### config.mk
export PLATFORM = sky130hd
export DESIGN_NAME = icache_refill_ctrl
export DESIGN_NICKNAME = d
export VERILOG_FILES = /design/src/rtl/icache_refill_ctrl.sv
export SDC_FILE = /design/constraint.sdc
export NUM_CORES = 1
export LEC_CHECK = 0
export BUFFER_PORTS_ARGS = -buffer_cell sky130_fd_sc_hd__buf_2
export CAP_MARGIN = 20
export CELL_PAD_IN_SITES_DETAIL_PLACEMENT = 1
export CELL_PAD_IN_SITES_GLOBAL_PLACEMENT = 2
export CORE_MARGIN = 5
export CORE_UTILIZATION = 24
export CTS_CLUSTER_SIZE = 40
export DETAILED_ROUTE_END_ITERATION = 12
export PLACE_DENSITY_LB_ADDON = 0.1
export SLEW_MARGIN = 20
export SYNTH_ARGS = -nofsm -noshare
export SYNTH_HDL_FRONTEND = slang
export SYNTH_SLANG_ARGS = --single-unit
### constraint.sdc
create_clock -name clk -period 2.88 [get_ports clk]
set_clock_uncertainty 0.15 [all_clocks]
set_input_delay 0.576 -clock clk [delete_from_list [all_inputs] [get_ports clk]]
set_output_delay 0.576 -clock clk [all_outputs]
set_load 0.01 [all_outputs]
### src/rtl/icache_refill_ctrl.sv
// icache_refill_ctrl: I-cache miss sequencer. Stalls IF, issues a block refill and strobes countdone to commit tag/valid.
// Latency: a miss sampled in cycle 0 gives FILL in cycles 1..MEM_LATENCY and countdone in cycle MEM_LATENCY, then RESUME until a hit.
// Backpressure: stall is asserted combinationally in the miss cycle and held in FILL/RESUME. ICACHE_PERF_EN enables miss/stall counters.
module icache_refill_ctrl #(
    parameter int MEM_LATENCY = 4,
    parameter int CNT_WIDTH   = 8
) (
    input  logic        clk,
    input  logic        rst,
    input  logic [31:0] pc,
    input  logic        fetch_valid,
    input  logic        hit_miss,
    input  logic        flush,
    output logic        stall,
    output logic        mem_req,
    output logic [31:0] mem_addr,
    output logic        countdone,
    output logic        refill_busy,
    output logic [31:0] miss_cnt,
    output logic [31:0] stall_cnt
);

    localparam logic [1:0] ST_IDLE   = 2'd0;
    localparam logic [1:0] ST_FILL   = 2'd1;
    localparam logic [1:0] ST_RESUME = 2'd2;

    localparam logic [CNT_WIDTH-1:0] LP_CNT_LOAD = CNT_WIDTH'(MEM_LATENCY - 1);

    logic [1:0]           r_state;
    logic [1:0]           w_state_nxt;
    logic [CNT_WIDTH-1:0] r_cnt;
    logic [31:0]          r_mem_addr;
    logic                 r_abort;

    logic w_start;
    logic w_done;

    // A new refill starts only from IDLE on a wanted fetch that missed.
    assign w_start = (r_state == ST_IDLE) && fetch_valid && !hit_miss && !flush;
    // Last FILL cycle: memory data is in, the cache commits at this edge.
    assign w_done  = (r_state == ST_FILL) && (r_cnt == '0);

    assign stall       = (r_state != ST_IDLE) || w_start;
    assign mem_req     = (r_state == ST_FILL);
    assign countdone   = w_done;
    assign refill_busy = (r_state != ST_IDLE);
    assign mem_addr    = r_mem_addr;

    // Next-state selection; a flush seen at any point of FILL skips RESUME.
    always_comb begin
        w_state_nxt = r_state;
        case (r_state)
            ST_IDLE: begin
                if (w_start) begin
                    w_state_nxt = ST_FILL;
                end
            end
            ST_FILL: begin
                if (w_done) begin
                    w_state_nxt = (r_abort || flush) ? ST_IDLE : ST_RESUME;
                end
            end
            ST_RESUME: begin
                if (hit_miss || flush) begin
                    w_state_nxt = ST_IDLE;
                end
            end
            default: w_state_nxt = ST_IDLE;
        endcase
    end

    // State, latency counter, refill address and sticky abort flag.
    always_ff @(posedge clk or posedge rst) begin
        if (rst) begin
            r_state    <= ST_IDLE;
            r_cnt      <= '0;
            r_mem_addr <= '0;
            r_abort    <= 1'b0;
        end else begin
            r_state <= w_state_nxt;
            if (w_start) begin
                r_cnt      <= LP_CNT_LOAD;
                r_mem_addr <= pc & 32'hFFFF_FFF8;
                r_abort    <= 1'b0;
            end else if (r_state == ST_FILL) begin
                if (r_cnt != '0) begin
                    r_cnt <= r_cnt - 1'b1;
                end
                r_abort <= w_done ? 1'b0 : (r_abort || flush);
            end
        end
    end

`ifdef ICACHE_PERF_EN
    logic [31:0] r_miss_cnt;
    logic [31:0] r_stall_cnt;

    // Saturating performance counters for refills started and stalled cycles.
    always_ff @(posedge clk or posedge rst) begin
        if (rst) begin
            r_miss_cnt  <= '0;
            r_stall_cnt <= '0;
        end else begin
            if (w_start && (r_miss_cnt != 32'hFFFF_FFFF)) begin
                r_miss_cnt <= r_miss_cnt + 32'd1;
            end
            if (stall && (r_stall_cnt != 32'hFFFF_FFFF)) begin
                r_stall_cnt <= r_stall_cnt + 32'd1;
            end
        end
    end

    assign miss_cnt  = r_miss_cnt;
    assign stall_cnt = r_stall_cnt;
`else
    assign miss_cnt  = 32'd0;
    assign stall_cnt = 32'd0;
`endif

endmodule

======== Word-level counts from Yosys, hierarchy flattened ========
Index checks and enable logic that the tools add are counted.
cells by class
  reduce and logical (&&, ||, !) cells .... 17
  $add $sub $neg .......................... 1
  mux-type cells .......................... 11
  equal/unequal tests ..................... 5
operator list
  operator                                               count
  2-to-1 mux 8 bit                                       3
  zero test 8 bit                                        1
  2-to-1 mux 2 bit                                       4
  nonzero test 8 bit                                     1
  subtractor 8 x 1 -> 8 bit, second input constant       1
  one-hot mux 2 bit (3 select lines)                     1
  nonzero test 2 bit                                     3
  logical AND 1 bit                                      4
  inequality test 2 bit, second input constant           2
  logical OR 1 bit                                       3
  2-to-1 mux 1 bit                                       3
  AND reduction 3 bit                                    1
  == test 2 x 1 -> 1 bit, second input constant          1
  == test 2 bit, second input constant                   1
  zero test 1 bit                                        2
  zero test 2 bit                                        1
  inequality test 2 x 1 -> 1 bit, second input constant  1
  AND reduction 2 bit                                    1
word-level totals
  output and inout port bits .............. 100
  register bits after elaboration ......... 40
  word-level logic and storage cells ...... 38

======== Logic depth before layout (Yosys ltp) ========
Gate-level depths: netlist of run 1.
  depth after elaboration ................. 6
  mapped depth ............................ 6
  mapped depth without buffers ............ 5

======== Worst setup path before layout of run 1 ========
No wires, ideal clock.
  path kind ............................... flip-flop to output port
  start ................................... reg r_cnt[0]
  end ..................................... out countdone
  required time ........................... 2.154 ns
  arrival ................................. 1.544 ns
  path buffers ............................ 1
  cell stages (with the launch flop) ...... 6
  slack ................................... 0.610 ns
  cell sequence ........................... dfrtp_1 -> inv_1 -> ha_1 -> or3b_2 -> clkbuf_1 -> nor4_2
between the ends
  cells in the longest elaborated chain, start to end .. 2
RTL lines
  what                      line  text
  start: declaration        31    logic [CNT_WIDTH-1:0] r_cnt;
  start signal: assignment  87    r_cnt <= r_cnt - 1'b1;
  zero test 8 bit           41    assign w_done = (r_state == ST_FILL) && (r_cnt == '0);
  logical AND 1 bit         41
  end: declaration          17    output logic countdone,
Every way passes these cells.

======== Final worst setup path of run 1 ========
Ends and elaborated chain as after synthesis.

==> flow_metrics.env, run 1 <==
export IMPL_synth_commonest_cells="buf_4, dfrtp_1, mux2_2"
export IMPL_wl_per_cell_um=13.07
export IMPL_p_per_area_mw_per_mm2=440.2
export IMPL_grt_setup_unrepaired="false"
export IMPL_power_mw=1.132
export IMPL_wl_um=4981
export IMPL_postCtsSetupRepairBufs=0
export IMPL_hold_buffers=0
export IMPL_clkSinkCount=40
export IMPL_outcome="finished clean"
export IMPL_overflow=0
export IMPL_holdWs_ns=0.2609
export IMPL_vias=1473
export IMPL_cts_resized_gates=0
export IMPL_reg2regPathDepth=4
export IMPL_cp_required_ns=2.15
export IMPL_r2r_start="r_cnt[2]"
export IMPL_syn_area_mm2=0.002231
export IMPL_startpoint_type="flop"
export IMPL_diodes=0
export IMPL_grt_pass1_wl_um=7617
export IMPL_crit_path_start="r_cnt[0]"
export IMPL_multi_input_area_um2=928.4
export IMPL_yosysTopAreaCellShare_pct=44.87
export IMPL_avgSynthCellArea_um2=11.21
export IMPL_ys_types=29
export IMPL_hold_viol=0
export IMPL_clkLatencyLatePin_ns=0.29
export IMPL_finalSetupTns_ns=0
export IMPL_cts_buffers=5
export IMPL_cts_clk_slew_worst_paths_ns=0.09
export IMPL_slew_headroom_pct=57.37
export IMPL_routabilityCongestion=0.6223
export IMPL_grt_usage_pct=8.539
export IMPL_synth_most_common_cell="buf_4"
export IMPL_syn_inst=199
export IMPL_dieArea_mm2=0.01132
export IMPL_drc_errors=0
export IMPL_crit_fanout=9
export IMPL_drt_pass1_iterations=3
export IMPL_setup_viol=0
export IMPL_ys_ff_latch=40
export IMPL_clockRootBuffer="clkbuf_8"
export IMPL_drv_cap=0
export IMPL_async_reset_ff_share_pct=100.0
export IMPL_start_util_pct=24.37
export IMPL_fp_coreArea_mm2=0.009153
export IMPL_cts_buffer_depth=2
export IMPL_grt_start_max_net_pins=41
export IMPL_synthTopCellsByArea="dfrtp_1, buf_4, mux2_2"
export IMPL_fin_crit_ns=2.741
export IMPL_fin_crit_sh_pct=95.16
export IMPL_rows=35
export IMPL_worstHoldPathType="in2async"
export IMPL_htree_levels=2
export IMPL_hpwl_um=3702
export IMPL_finalMaxSlewViolations=0
export IMPL_drtIter0Drc=20
export IMPL_syn_to_final_growth_pct=15.31
export IMPL_seq_area_frac_synth_pct=44.87
export IMPL_finalNetCount=308
export IMPL_fmax_ghz=0.3649
export IMPL_io_buffers=66
export IMPL_cts_tree="done"
export IMPL_place_ws_ns=0.4350
export IMPL_crit_type="reg2out"
export IMPL_grt_pass1_vias=1461
export IMPL_synth_edf_count=0
export IMPL_cp_end_kind="primary output"
export IMPL_p_leak_nw=1.453
export IMPL_antenna_found_initial=0
export IMPL_seq_area_mm2=0.001001
export IMPL_r2r_slack_ns=0.77
export IMPL_arrival_ns=2.01
export IMPL_ioPinCount=137
export IMPL_route_antenna_remaining_nets=0
export IMPL_n_fill_cell=1083
export IMPL_yosys_warnings=0
export IMPL_die_h_um=106.4
export IMPL_worst_slew_pin_slew_ns=0.6305
export IMPL_vias_per_cell=3.866
export IMPL_reg2reg_to="r_cnt[1]"
export IMPL_die_w_um=106.4
export IMPL_synth_top_area_cell="dfrtp_1"
export IMPL_vdd_ir_drop_max_v=0.0001950
export IMPL_setup_ws_ns=0.1393
export IMPL_drive_gt1_share_pct=40.74
export IMPL_synth_flop_cell="dfrtp_1"
[how the worst max path moves through the flow]
stage	endpoint	slack, ns	cells after the start
after CTS	countdone	0.09	5
after floorplan	countdone	0.61	5
after global routing	countdone	0.005	5
final	countdone	0.14	5
after global placement	countdone	0.42	5
after detailed placement	countdone	0.43	5
[cells by family after synthesis]
family | count (synthesis) | synth area share (%)
adders and majority gates | 2 | 1.122
DFF | 40 | 44.87
buffers and inverters | 79 | 24.62
muxes | 36 | 17.78
AOI/OAI and AO/OA | 20 | 5.609
and+or+nand+nor | 21 | 5.833
other | 1 | 0.1681
[worst max-delay path, cell delays in order (launching register included)]
cell     delay, ns
dfrtp_1       0.42
inv_1         0.09
ha_1          0.16
or3b_2        0.57
nor4_2        0.29
buf_2         0.20
[area by class of cell]
type                            instances  area share (%)
Clock buffer                            6           3.210
Inverter                                6          0.8755
Timing Repair Buffer                   70           14.01
Multi-Input combinational cell        146           36.09
Clock inverter                          2           1.508
Tap cell                              111           5.399
Sequential cell                        40           38.91
[registers in the layout (all words and copies together) (netlist names)]
signal,count
r_cnt,8
r_state,2
mem_addr,29
r_abort,1
[metrics by stage]
| stage | cell area [µm²] | util, % | cells |
|---|---|---|---|
| 3_3_place_gp | 2451 | 26.78 | 373 |
| 4_1_cts | 2572 | 28.11 | 381 |
| 3_5_place_dp | 2451 | 26.78 | 373 |
| 5_1_grt | 2572 | 28.11 | 381 |
| 2_1_floorplan | 2479 | - | 265 |
| 6_report | 2572 | 28.11 | 381 |
[metal layers]
layer | part of all wire, % | global-route usage, %
met5 | 0 | 0
met4 | 0.80 | 2.740
met3 | 8.1 | 3.036
met2 | 53 | 14.25
met1 | 38 | 10.26
[cells in the final DEF (no fill, tap or decap), types with 2 or more instances in the layout]
master	n
or4_1	2
conb_1	67
mux2i_1	7
mux2_2	29
o21ai_0	7
o21ai_1	2
inv_1	6
dfrtp_1	40
or3b_2	2
clkbuf_8	6
nand2_1	3
a21oi_1	3
o211ai_1	4
ha_1	2
buf_2	66
nor3b_1	2
nor2_1	5
buf_4	4
[where the power goes]
part / switching (mW) / total [mW] / internal (mW) / leakage (nW)
Sequential: 0.0000000000000000442 / 0.561 / 0.561 / 0.535
Clock: 0.209 / 0.492 / 0.284 / 0.0614
Combinational: 0.0607 / 0.0792 / 0.0185 / 0.857
Note: power is estimated with default switching activity, not from simulation.
==> run 2: changes to the inputs <==
- CELL_PAD_IN_SITES_DETAIL_PLACEMENT: 1 -> default
- CELL_PAD_IN_SITES_GLOBAL_PLACEMENT: 2 -> default
- CORE_UTILIZATION: 24 -> 43
- PLACE_DENSITY: default -> 0.8
- PLACE_DENSITY_LB_ADDON: 0.1 -> default
==> run 2 against run 1 <==
Effect of this change: combinational power shrank 2%; final cell count shrank 11%; sequential power is essentially flat; hold slack lost 0.0087 ns; flip-flop and latch count is the same.
==> flow_metrics.env, run 2 (synthesis gave the netlist of run 1 again) <==
export IMPL_outcome="finished clean"
export IMPL_finalSetupTns_ns=0
export IMPL_cts_resized_gates=0
export IMPL_clkSinkCount=40
export IMPL_hpwl_um=3270
export IMPL_power_internal_mw=0.8847
export IMPL_grt_setup_unrepaired="false"
export IMPL_cts_clk_slew_worst_paths_ns=0.07
export IMPL_pwr_share_comb_pct=6.9
export IMPL_startpoint_type="flop"
export IMPL_layout_commonest_cell="conb_1"
export IMPL_p_leak_nw=1.447
export IMPL_power_mw=1.128
export IMPL_cts_tree="done"
export IMPL_crit_chain="inv_1 > ha_1 > or3b_2 > nor4_2 > buf_2"
export IMPL_worstHoldPathType="in2async"
export IMPL_postCtsSetupRepairBufs=0
export IMPL_hold_viol=0
export IMPL_fin_crit_sh_pct=94.95
export IMPL_max_stage_delay_ns=0.56
export IMPL_finalMaxSlewViolations=0
export IMPL_clockRootBuffer="clkbuf_8"
export IMPL_cp_required_ns=2.15
export IMPL_dr_wl_met3_um=613
export IMPL_wl_met1_um=1480
export IMPL_drv_cap=0
export IMPL_htree_levels=2
export IMPL_drtIter0Drc=51
export IMPL_drive_gt1_share_pct=40.30
export IMPL_fmax_ghz=0.3657
export IMPL_cpMaxStageDelayCell="or3b_2"
export IMPL_cp_num_buf_inv=2
export IMPL_grt_start_max_net_pins=41
export IMPL_fp_coreArea_mm2=0.005075
export IMPL_wl_per_cell_um=12.29
export IMPL_met2_length_um=1977
export IMPL_vias_per_cell=4.293
export IMPL_die_h_um=82.03
export IMPL_start_util_pct=43.96
export IMPL_antenna_found_initial=0
export IMPL_largest_reg_flops=29
export IMPL_r2r_start="r_cnt[0]"
export IMPL_worst_slew_pin_slew_ns=0.5882
export IMPL_power_switching_mw=0.2437
export IMPL_clkLatencyLatePin_ns=0.28
export IMPL_path_delay_family="simple AND/OR/NAND/NOR gates"
export IMPL_route_antenna_remaining_nets=0
export IMPL_ioPinCount=137
export IMPL_seqPwrFrac_pct=49.7
export IMPL_grt_pass1_vias=1427
export IMPL_die_w_um=82.03
export IMPL_setup_viol=0
export IMPL_finalNetCount=306
export IMPL_reg2reg_to="r_cnt[1]"
export IMPL_final_area_mm2=0.002511
export IMPL_cp_end_kind="primary output"
export IMPL_rows=26
export IMPL_power_switching_share_pct=21.59
export IMPL_cts_buffers=5
export IMPL_arrival_ns=2.01
export IMPL_vias=1451
export IMPL_fin_crit_ns=2.735
export IMPL_drc_errors=0
export IMPL_drt_pass1_iterations=4
export IMPL_syn_to_final_growth_pct=12.56
export IMPL_top_layer="met4"
export IMPL_grt_pass1_wl_um=6279
export IMPL_mostFrequentLayoutCells="conb_1, buf_2, dfrtp_1, mux2_2"
export IMPL_dieArea_mm2=0.006729
export IMPL_grt_usage_pct=12.42
export IMPL_wl_um=4153
export IMPL_routabilityCongestion=0.7840
export IMPL_clkPwrFrac_pct=43.4
export IMPL_p_per_area_mw_per_mm2=449.3
export IMPL_crit_type="reg2out"
export IMPL_crit_fanout=9
export IMPL_io_buffers=66
export IMPL_post_dp_cell_area_mm2=0.002385
export IMPL_reg2regPathDepth=5
export IMPL_diodes=0
export IMPL_overflow=0
export IMPL_slew_headroom_pct=60.23
export IMPL_cts_buffer_depth=2
export IMPL_r2r_slack_ns=0.79
export IMPL_vdd_ir_drop_max_v=0.0003577
export IMPL_hold_buffers=0
## run 2: worst max path at each step
stage / start / to / slack [ns] / depth (start not counted)
floorplan: r_cnt[0] / countdone / 0.61 / 5
global placement: r_cnt[2] / countdone / 0.51 / 3
detailed placement: r_cnt[0] / countdone / 0.47 / 5
CTS: r_cnt[0] / countdone / 0.15 / 5
global route: r_cnt[0] / countdone / 0.06 / 5
finish: r_cnt[0] / countdone / 0.15 / 5
## run 2: routing by layer
metal | global-route usage, % | up-vias
met5 | 0 | -
met4 | 7.309 | 0
met3 | 5.811 | 7
met2 | 20.52 | 92
met1 | 12.80 | 675
li1 | - | 677
## run 2: power groups by stage
stage	logic, mW	clock network [mW]	registers (mW)
2_1_floorplan	0.117	0	0.572
3_3_place_gp	0.0743	0	0.572
3_5_place_dp	0.0753	0	0.572
4_1_cts	0.0755	0.507	0.561
5_1_grt	0.0902	0.538	0.561
6_report	0.0776	0.490	0.561
## run 2: cell type report
class,count,area [µm²]
Timing Repair Buffer,68,345.3
Clock inverter,1,30.03
Sequential cell,40,1001
Tap cell,70,87.58
Inverter,6,22.52
Multi-Input combinational cell,146,928.4
Fill cell,459,2564
Clock buffer,7,96.34
## run 2: worst min-delay path, delay by kind of cell
kind | cells | cell delay, ns
buf+inv | 3 | 0.55
## run 2: metrics by stage
| stage | utilization (%) | worst slack [ns] | hold WS, ns | cells |
|---|---|---|---|---|
| CTS | 49.48 | 0.1533 | 0.2579 | 338 |
| global route | 49.48 | 0.06437 | 0.2878 | 338 |
| detailed placement | 46.99 | 0.4733 | 0.3370 | 330 |
| global placement | 46.99 | 0.5061 | 0.3324 | 330 |
| finish | 49.48 | 0.1454 | 0.2522 | 338 |
| floorplan | - | 0.6103 | 0.3190 | 265 |
==> run 3: changes to the inputs <==
- ABC_AREA: default -> 1
- CORE_UTILIZATION: 43 -> 44
- PLACE_DENSITY: 0.8 -> 0.81
==> run 3 against run 2 <==
Effect of this change: non-clock buffer count did not move; total power rose by 110%; synthesized cell count rose by 42%; setup slack improved by 0.45 ns.
==> flow_metrics.env, run 3 <==
export IMPL_seq_area_frac_synth_pct=43.81
export IMPL_worstHoldPathType="in2async"
export IMPL_syn_area_mm2=0.002285
export IMPL_crit_type="reg2out"
export IMPL_fp_coreArea_mm2=0.005075
export IMPL_ys_ff_latch=40
export IMPL_grt_pass1_wl_um=6768
export IMPL_drv_cap=0
export IMPL_layout_commonest_cell="nand2_1"
export IMPL_grt_pass1_vias=1551
export IMPL_arrival_ns=1.56
export IMPL_wl_um=4344
export IMPL_synth_top_area_cell="dfrtp_1"
export IMPL_finalNetCount=388
export IMPL_async_reset_ff_share_pct=100.0
export IMPL_fmax_ghz=0.4383
export IMPL_crit_chain="nor2_2 > nand3_2 > nand2_1 > buf_2"
export IMPL_start_util_pct=45.02
export IMPL_place_ws_ns=0.6164
export IMPL_clkSinkCount=40
export IMPL_die_w_um=82.06
export IMPL_diodes=0
export IMPL_synth_most_common_cell="nand2_1"
export IMPL_fin_crit_ns=2.281
export IMPL_hold_buffers=0
export IMPL_hold_viol=0
export IMPL_vias_per_cell=4.162
export IMPL_cts_clk_slew_worst_paths_ns=0.07
export IMPL_yosysTopAreaCellShare_pct=43.81
export IMPL_clkLatencyLatePin_ns=0.28
export IMPL_finalMaxSlewViolations=0
export IMPL_mostFrequentLayoutCells="nand2_1, conb_1, buf_2, dfrtp_1, inv_1"
export IMPL_yosys_warnings=0
export IMPL_cts_buffer_depth=2
export IMPL_p_per_area_mw_per_mm2=955.1
export IMPL_drtIter0Drc=26
export IMPL_crit_path_start="r_state[1]"
export IMPL_finalSetupTns_ns=0
export IMPL_outcome="finished clean"
export IMPL_syn_inst=282
export IMPL_route_antenna_remaining_nets=0
export IMPL_cts_buffers=5
export IMPL_hpwl_um=3346
export IMPL_drc_errors=0
export IMPL_largest_reg_flops=29
export IMPL_cp_num_buf_inv=1
export IMPL_max_stage_delay_ns=0.42
export IMPL_drive_gt1_share_pct=24.57
export IMPL_cp_required_ns=2.15
export IMPL_synth_flop_cell="dfrtp_1"
export IMPL_wl_per_cell_um=10.34
export IMPL_fin_crit_sh_pct=79.22
export IMPL_grt_usage_pct=12.95
export IMPL_antenna_found_initial=0
export IMPL_clockRootBuffer="clkbuf_8"
export IMPL_dieArea_mm2=0.006734
export IMPL_cpMaxStageDelayCell="dfrtp_1"
export IMPL_die_h_um=82.06
export IMPL_synth_commonest_cells="nand2_1, buf_4, dfrtp_1"
export IMPL_cts_tree="done"
export IMPL_syn_to_final_growth_pct=9.529
export IMPL_setup_viol=0
export IMPL_slew_headroom_pct=66.23
export IMPL_avgSynthCellArea_um2=8.102
export IMPL_path_delay_family="simple AND/OR/NAND/NOR gates"
export IMPL_cp_end_kind="primary output"
export IMPL_vdd_ir_drop_max_v=0.0005786
export IMPL_synthTopCellsByArea="dfrtp_1, buf_4, nand2_1"
export IMPL_grt_setup_unrepaired="false"
export IMPL_worst_slew_pin_slew_ns=0.5058
export IMPL_ys_types=24
export IMPL_rows=26
export IMPL_grt_start_max_net_pins=41
export IMPL_drt_pass1_iterations=4
export IMPL_startpoint_type="flop"
export IMPL_holdWs_ns=0.2507
export IMPL_io_buffers=66
export IMPL_htree_levels=2
export IMPL_crit_fanout=17
export IMPL_overflow=0
export IMPL_r2r_start="r_state[1]"
export IMPL_p_leak_nw=1.537
export IMPL_setup_ws_ns=0.5985
export IMPL_routabilityCongestion=0.7503
export IMPL_vias=1748
export IMPL_ioPinCount=137
export IMPL_postLayoutCoreUtil_pct=49.31
export IMPL_postCtsSetupRepairBufs=0
export IMPL_n_fill_cell=502
export IMPL_cts_resized_gates=0
export IMPL_synth_edf_count=0
[run 3: changes by cell type after synthesis, sizes merged, moves of 6 or more]
cell	previous run	this run
nand4	0	7
o21ai	9	2
mux2	29	0
mux2i	7	0
nor2	5	14
nand3	1	7
inv	6	15
nand2	3	115
[run 3: power breakdown]
part | switching, mW | internal, mW | leakage (nW) | total (mW)
logic | 0.636 | 0.403 | 0.994 | 1.04
clock network | 0.186 | 0.173 | 0.0424 | 0.359
registers | 0.168 | 0.824 | 0.501 | 0.992
[run 3: area by class of cell]
type	instances	area, µm²	area share (%)
Timing Repair Buffer	68	345.3	13.80
Clock buffer	7	76.32	3.050
Multi-Input combinational cell	219	927.1	37.05
Sequential cell	40	1001	40.00
Tap cell	70	87.58	3.500
Clock inverter	1	8.758	0.3500
Inverter	15	56.30	2.250
[run 3: worst paths after layout]
check | end | slack (ns) | cells after the start
worst max register to register | r_cnt[6] | 0.90 | 6
worst max-delay path | stall | 0.60 | 4
worst min-delay path | mem_addr[7] | 0.25 | 3
min in group clk | mem_addr[13] | 0.33 | 2
worst min register to register | mem_addr[13] | 0.33 | 2
max in group asynchronous | r_abort | 1.98 | 3
[run 3: cells by family after synthesis]
logic type,Yosys count,synth area share [%]
and+or+nand+nor,144,26.56
DFF,40,43.81
adders and majority gates,2,1.095
buffers and inverters,89,26.45
AOI/OAI and AO/OA,5,1.533
xor gates and xnor gates,1,0.3834
other,1,0.1641
[run 3: worst min-delay path, stage by stage]
cell	delay, ns
buf_2	0.09
inv_1	0.04
buf_4	0.41
[run 3: stage by stage]
step	power [mW]	cell area [µm²]	instances
after floorplan	1.740	2532	348
after global placement	2.008	2417	412
after detailed placement	2.050	2417	412
after CTS	2.423	2502	420
after global routing	2.619	2502	420
final	2.390	2502	420
[run 3: routing by layer]
layer	vias up	GRT usage [%]	routed length [µm]
li1	857	-	-
met1	795	15.52	1703
met2	92	21.49	2110
met3	4	4.605	474
met4	0	4.485	56
met5	-	0	0
